`src/rtl/axil_wb_pkg.sv`:
```
// axil_wb_pkg: shared state encoding and AXI response codes for the AXI4-Lite to Wishbone bridge.
package axil_wb_pkg;
  typedef enum logic [2:0] {
    IDLE,
    WR_COLLECT,
    WB_WRITE,
    WB_READ,
    B_RESP,
    R_RESP
  } axil_wb_state_t;
  localparam logic [1:0] AXI_RESP_OKAY = 2'b00;
  localparam logic [1:0] AXI_RESP_SLVERR = 2'b10;
endpackage

```
`src/rtl/axil_wb_bridge.sv`:
```
// axil_wb_bridge: AXI4-Lite slave to Wishbone classic master, one transaction in flight, with ack timeout.
module axil_wb_bridge
  import axil_wb_pkg::*;
#(
  parameter int ADDR_WIDTH = 32,
  parameter int DATA_WIDTH = 32,
  parameter int TIMEOUT_CYCLES = 255
) (
  input  logic                    clk,
  input  logic                    rst,
  input  logic                    awvalid,
  output logic                    awready,
  input  logic [ADDR_WIDTH-1:0]   awaddr,
  input  logic [2:0]              awprot,
  input  logic                    wvalid,
  output logic                    wready,
  input  logic [DATA_WIDTH-1:0]   wdata,
  input  logic [DATA_WIDTH/8-1:0] wstrb,
  output logic                    bvalid,
  input  logic                    bready,
  output logic [1:0]              bresp,
  input  logic                    arvalid,
  output logic                    arready,
  input  logic [ADDR_WIDTH-1:0]   araddr,
  input  logic [2:0]              arprot,
  output logic                    rvalid,
  input  logic                    rready,
  output logic [DATA_WIDTH-1:0]   rdata,
  output logic [1:0]              rresp,
  output logic                    wb_cyc_o,
  output logic                    wb_stb_o,
  output logic                    wb_we_o,
  output logic [ADDR_WIDTH-1:0]   wb_addr_o,
  output logic [DATA_WIDTH-1:0]   wb_data_o,
  output logic [DATA_WIDTH/8-1:0] wb_sel_o,
  input  logic [DATA_WIDTH-1:0]   wb_data_i,
  input  logic                    wb_ack_i
);
  localparam int SW = DATA_WIDTH / 8;
  localparam int CW = TIMEOUT_CYCLES > 0 ? $clog2(TIMEOUT_CYCLES + 1) : 1;
  localparam logic [CW-1:0] TO_LAST = CW'(TIMEOUT_CYCLES - 1);
  axil_wb_state_t state, state_n;
  logic aw_rdy, w_rdy, ar_rdy, pref_wr, cyc;
  logic aw_rdy_n, w_rdy_n, ar_rdy_n, pref_wr_n, cyc_n, we_n, bvalid_n, rvalid_n;
  logic [ADDR_WIDTH-1:0] addr_n;
  logic [DATA_WIDTH-1:0] data_n, rdata_n;
  logic [SW-1:0] sel_n;
  logic [1:0] bresp_n, rresp_n;
  logic [CW-1:0] cnt, cnt_n;
  logic contend, aw_hs, w_hs, ar_hs, timeout, unused;
  assign unused = ^{awprot, arprot};
  // Readies are registered; only the arbitration loser is masked combinationally so it sees no handshake.
  assign contend = ar_rdy & arvalid & (awvalid | wvalid);
  assign awready = aw_rdy & ~(contend & ~pref_wr);
  assign wready = w_rdy & ~(contend & ~pref_wr);
  assign arready = ar_rdy & ~(contend & pref_wr);
  assign aw_hs = awvalid & awready;
  assign w_hs = wvalid & wready;
  assign ar_hs = arvalid & arready;
  assign timeout = TIMEOUT_CYCLES != 0 && cnt == TO_LAST;
  assign wb_cyc_o = cyc;
  assign wb_stb_o = cyc;
  always_comb begin
    state_n = state;
    aw_rdy_n = aw_rdy;
    w_rdy_n = w_rdy;
    ar_rdy_n = ar_rdy;
    pref_wr_n = contend ? ~pref_wr : pref_wr;
    cyc_n = 1'b0;
    cnt_n = '0;
    we_n = wb_we_o;
    addr_n = aw_hs ? awaddr : wb_addr_o;
    data_n = w_hs ? wdata : wb_data_o;
    sel_n = w_hs ? wstrb : wb_sel_o;
    bvalid_n = bvalid;
    bresp_n = bresp;
    rvalid_n = rvalid;
    rdata_n = rdata;
    rresp_n = rresp;
    case (state)
      IDLE: begin
        aw_rdy_n = ~ar_hs & ~aw_hs;
        w_rdy_n = ~ar_hs & ~w_hs;
        ar_rdy_n = ~(ar_hs | aw_hs | w_hs);
        if (ar_hs) begin
          we_n = 1'b0;
          addr_n = araddr;
          sel_n = '1;
          state_n = WB_READ;
        end else if (aw_hs | w_hs) begin
          we_n = 1'b1;
          state_n = aw_hs & w_hs ? WB_WRITE : WR_COLLECT;
        end
      end
      WR_COLLECT: begin
        aw_rdy_n = aw_rdy & ~aw_hs;
        w_rdy_n = w_rdy & ~w_hs;
        state_n = aw_hs | w_hs ? WB_WRITE : WR_COLLECT;
      end
      WB_WRITE, WB_READ: begin
        // The first cycle in a WB state only raises cyc/stb; ack is honoured once the slave has seen them.
        if (cyc && (wb_ack_i || timeout)) begin
          if (state == WB_WRITE) begin
            bvalid_n = 1'b1;
            bresp_n = wb_ack_i ? AXI_RESP_OKAY : AXI_RESP_SLVERR;
            state_n = B_RESP;
          end else begin
            rvalid_n = 1'b1;
            rresp_n = wb_ack_i ? AXI_RESP_OKAY : AXI_RESP_SLVERR;
            rdata_n = wb_ack_i ? wb_data_i : '0;
            state_n = R_RESP;
          end
        end else begin
          cyc_n = 1'b1;
          cnt_n = cyc ? cnt + CW'(1) : '0;
        end
      end
      B_RESP: begin
        bvalid_n = ~bready;
        aw_rdy_n = bready;
        w_rdy_n = bready;
        ar_rdy_n = bready;
        state_n = bready ? IDLE : B_RESP;
      end
      R_RESP: begin
        rvalid_n = ~rready;
        aw_rdy_n = rready;
        w_rdy_n = rready;
        ar_rdy_n = rready;
        state_n = rready ? IDLE : R_RESP;
      end
      default: state_n = IDLE;
    endcase
  end
  always_ff @(posedge clk or posedge rst) begin
    if (rst) begin
      state <= IDLE;
      aw_rdy <= 1'b0;
      w_rdy <= 1'b0;
      ar_rdy <= 1'b0;
      pref_wr <= 1'b1;
      cyc <= 1'b0;
      cnt <= '0;
      wb_we_o <= 1'b0;
      wb_addr_o <= '0;
      wb_data_o <= '0;
      wb_sel_o <= '0;
      bvalid <= 1'b0;
      bresp <= '0;
      rvalid <= 1'b0;
      rdata <= '0;
      rresp <= '0;
    end else begin
      state <= state_n;
      aw_rdy <= aw_rdy_n;
      w_rdy <= w_rdy_n;
      ar_rdy <= ar_rdy_n;
      pref_wr <= pref_wr_n;
      cyc <= cyc_n;
      cnt <= cnt_n;
      wb_we_o <= we_n;
      wb_addr_o <= addr_n;
      wb_data_o <= data_n;
      wb_sel_o <= sel_n;
      bvalid <= bvalid_n;
      bresp <= bresp_n;
      rvalid <= rvalid_n;
      rdata <= rdata_n;
      rresp <= rresp_n;
    end
  end
endmodule

```
`config.mk`:
```
export PLATFORM = sky130hd
export DESIGN_NAME = axil_wb_bridge
export DESIGN_NICKNAME = d
export VERILOG_FILES = /design/src/rtl/axil_wb_pkg.sv /design/src/rtl/axil_wb_bridge.sv
export SDC_FILE = /design/constraint.sdc
export NUM_CORES = 1
export LEC_CHECK = 0
export BUFFER_PORTS_ARGS = -buffer_cell sky130_fd_sc_hd__buf_2
export CAP_MARGIN = 20
export CORE_ASPECT_RATIO = 0.5
export CORE_MARGIN = 2
export CORE_UTILIZATION = 49
export DETAILED_ROUTE_END_ITERATION = 10
export HOLD_SLACK_MARGIN = 0.08
export PLACE_DENSITY = 0.85
export SYNTH_ARGS = -nofsm -noshare
export SYNTH_HDL_FRONTEND = slang
export SYNTH_SLANG_ARGS = --single-unit
```
`constraint.sdc`:
```
create_clock -name clk -period 12.1 [get_ports clk]
set_input_delay 2.42 -clock clk [delete_from_list [all_inputs] [get_ports clk]]
set_output_delay 2.42 -clock clk [all_outputs]
set_load 0.03 [all_outputs]
```
==> results by group <==
Outcome
  – Status: completed

CTS
  – Postcts setup bufs: 0
  – CTS sink cnt: 121
  – TritonCTS Buffers: 17
  – CTS max path bufs: 2
  – CTS tree: built
  – Clk root buf: clkbuf_16
  – Cts hold-fix bufs: 0
  – Clk slew on worst S/H paths: 60 ps
  – Post-CTS sizing: 0
  – # H-tree levels: 4
  – Clock Latency Late Sink: 400 ps

GRT
  – Vias in the first global route: 4111
  – First-pass GRT wire length: 20400 um
  – Initial antenna violation count: 0
  – Largest net degree at the start of global routing: 65
  – All-Layer GR Usage: 22.9%
  – Total congestion overflow: 0

Setup path
  – Crit path DAT: 3340 ps
  – Crit path top cell by count: buf_2
  – CP max FO: 4
  – Critical path endpoint category: output port
  – Crit Path Class: input port to output port
  – Slowest stage delay, CP: 200 ps
  – Slowest CP cell: and2_1
  – Worst-path cell chain: buf_2, and2_1, o21ai_0, nor2_1, nor2b_1, buf_2
  – CP startpoint kind: input port
  – Required time worst endpoint: 9680 ps

Pwr
  – NetSw: 0.000933 W
  – Clock share of power: 22.2%
  – Power Density: 307 nW/um^2
  – Net Sw Frac: 43.6%
  – Pint: 0.00121 W
  – P_leak: 3.71 nW
  – Seq pwr share: 33.2%
  – Combinational power share: 44.6%
  – Worst vdd rail ir drop: 155 uV

Synth
  – Top cell type's share of synthesized area: 58.7%
  – Unique masters post-synth: 43
  – YS warnings: 0
  – Synthesized area per cell: 12.2 um^2
  – Top post-synthesis cells by area: dfrtp_1 59%, mux2i_1 7.0%, mux2_1 5.5%, a22o_1 5.5%, a21oi_1 4.6%
  – Post-synthesis sequential area ratio: 59.2%
  – Synth Flop Type: dfrtp_1
  – Number of flops mapped to enable cells by yosys: 0
  – Netlist Area Pre-Place: 5120 um^2
  – Post-Synthesis Cells: 418
  – Most instantiated library cell after synthesis: dfrtp_1
  – Cell accounting for the most synthesized area: dfrtp_1
  – Most frequent cells after synthesis: 120 x dfrtp_1, 49 x nor2_1, 47 x a21oi_1, 36 x mux2i_1, 32 x a22o_1
  – FFs w/ async S/R, synth: 100%
  – Number of synthesized register bits: 121

Placed design
  – DP Worst Slack: 6370 ps
  – Cell count after placement: 784
  – GPL Wtd Cong: 0.866
  – Hpwl dp: 8850 um
  – Buffers on Ports: 249

Min path
  – Min-delay worst type: flip-flop to flip-flop

Final layout
  – Share of post-route cells with drive strength above 1: 44.6%
  – # diodes: 0
  – Final-stage net count: 812
  – Finished Layout Cells: 817
  – Fillcell total: 762
  – Layout area overhead: 36.4%

STA
  – Fin crit period: 5760 ps
  – Worst-case clock skew: 9.33 ps
  – Worst Max-Slew Pin Slew: 779 ps
  – Fin. Hold Viols: 0
  – Final Max Tran Viols: 0
  – Final setup TNS: 0 ps
  – Setup violations, final: 0
  – Max-slew headroom: 48.1%
  – Final WS setup: 6340 ps
  – RSZ-0062 raised after global routing: false
  – Fmax: 174 MHz
  – Hold Slack: 483 ps
  – Final Cycle Share: 47.6%

Floorplanning
  – Initial Util: 50.3%
  – Core Box Area: 10200 um^2
  – Die Span Y: 76.3 um
  – Die width: 149 um
  – Row count: 26
  – Die area: 11300 um^2
  – I/O pins: 258

Run
  – Max-cap violations: 0

Routing
  – Antenna Violating Nets Remaining: 0
  – Via count: 4178
  – Avg WL per Cell: 15.4 um
  – First DRT Iteration DRCs: 215
  – Residual DRC count: 0
  – Total wire length: 12600 um
  – Vias per cell: 5.11
  – TritonRoute pass-1 iters: 4
cell usage in the layout, fill, tap and decap left out, types with 2 or more instances in the layout:
cell type / synthesis / layout
mux2_2: 8 / 8
o211ai_1: 2 / 2
a21oi_1: 47 / 47
nand3_1: 5 / 5
a22o_1: 32 / 32
and3_1: 2 / 2
o21ai_0: 4 / 4
buf_2: 10 / 249
dfrtp_1: 120 / 120
clkinvlp_4: 0 / 5
nand3_2: 2 / 2
a211oi_1: 2 / 2
inv_6: 0 / 3
nand2_1: 15 / 15
buf_4: 7 / 3
mux2i_1: 36 / 36
nor2_1: 49 / 49
and3b_1: 2 / 2
clkbuf_16: 0 / 17
ha_1: 2 / 2
xnor2_1: 4 / 4
nor2b_1: 4 / 4
clkinv_2: 0 / 4
mux2_1: 25 / 25
xor2_1: 3 / 3
and2_1: 4 / 4
inv_1: 5 / 4
conb_1: 1 / 2
critical path, delay by kind of cell:
family	cells	cell delay, ps
simple gates	3	430
compound gates	1	180
buf+inv	2	310
power by group through the flow:
stage / Combinational [W] / Sequential, W / Clock (W)
5_1_grt: 0.00102 / 0.000735 / 0.000503
2_1_floorplan: 0.000345 / 0.00104 / 0
3_3_place_gp: 0.000936 / 0.000703 / 0
4_1_cts: 0.000960 / 0.000709 / 0.000484
6_report: 0.000954 / 0.000710 / 0.000476
3_5_place_dp: 0.000957 / 0.000710 / 0
per-layer routing:
layer	track usage (%)	wire [um]	up-vias	part of all wire [%]
li1	-	-	1972	-
met2	39.2	6350	179	50
met4	9.33	366	0	2.9
met3	4.43	640	37	5.1
met5	0	0	-	0
met1	29.0	5240	1990	42
cells by family (layout without fill, tap and decap cells):
kind of cell / count (synthesis) / count (layout) / synth area share, %
mux: 69 / 69 / 14.3
simple gates: 91 / 91 / 8.73
buf+inv: 32 / 290 / 3.69
other cells: 1 / 2 / 0.0733
compound gates: 95 / 95 / 12.3
flops: 121 / 121 / 59.2
fa+ha+maj: 2 / 2 / 0.489
xor+xnor: 7 / 7 / 1.20
registers in the layout, summed over array words and instances (netlist names):
name and flops:
bvalid 1, state 3, wb_data_o 32, wb_addr_o 32, pref_wr 1, ar_rdy 1
bresp 1, wb_cyc_o 1, rvalid 1, wb_sel_o 4, rresp 1, aw_rdy 1
rdata 32, w_rdy 1, wb_we_o 1, cnt 8
final cells by class:
type | instances | area [um^2] | share of cell area, %
Clock buffer | 18 | 439 | 6.29
Inverter | 5 | 21.3 | 0.305
Multi-Input combinational cell | 266 | 1900 | 27.3
Timing Repair Buffer | 253 | 1290 | 18.5
Tap cell | 140 | 175 | 2.51
Clock inverter | 14 | 123 | 1.76
Sequential cell | 121 | 3030 | 43.4
stage by stage:
stage	total power, W	utilization, %	area, um^2
after floorplan	0.00139	-	5120
after global placement	0.00164	62.8	6400
after detailed placement	0.00167	62.8	6400
after CTS	0.00215	68.3	6960
after global routing	0.00225	68.5	6980
final	0.00214	68.5	6980
final timing paths:
check,start,to,slack (ps),cells after the start
setup reg to reg,state[0]$_DFFE_PP0P_,wb_addr_o[21]$_DFF_PP0_,10020,5
hold reg to reg,wb_data_o[2]$_DFFE_PP0N_,wb_data_o[2]$_DFFE_PP0N_,480,1
setup / recovery,arvalid,wready,6340,6
hold / removal,wb_data_o[2]$_DFFE_PP0N_,wb_data_o[2]$_DFFE_PP0N_,480,1
max in group asynchronous,rst,wb_data_o[6]$_DFFE_PP0N_,8700,3
min in group asynchronous,rst,wb_addr_o[12]$_DFF_PP0_,2150,2
(Power assumes the default switching activity.)
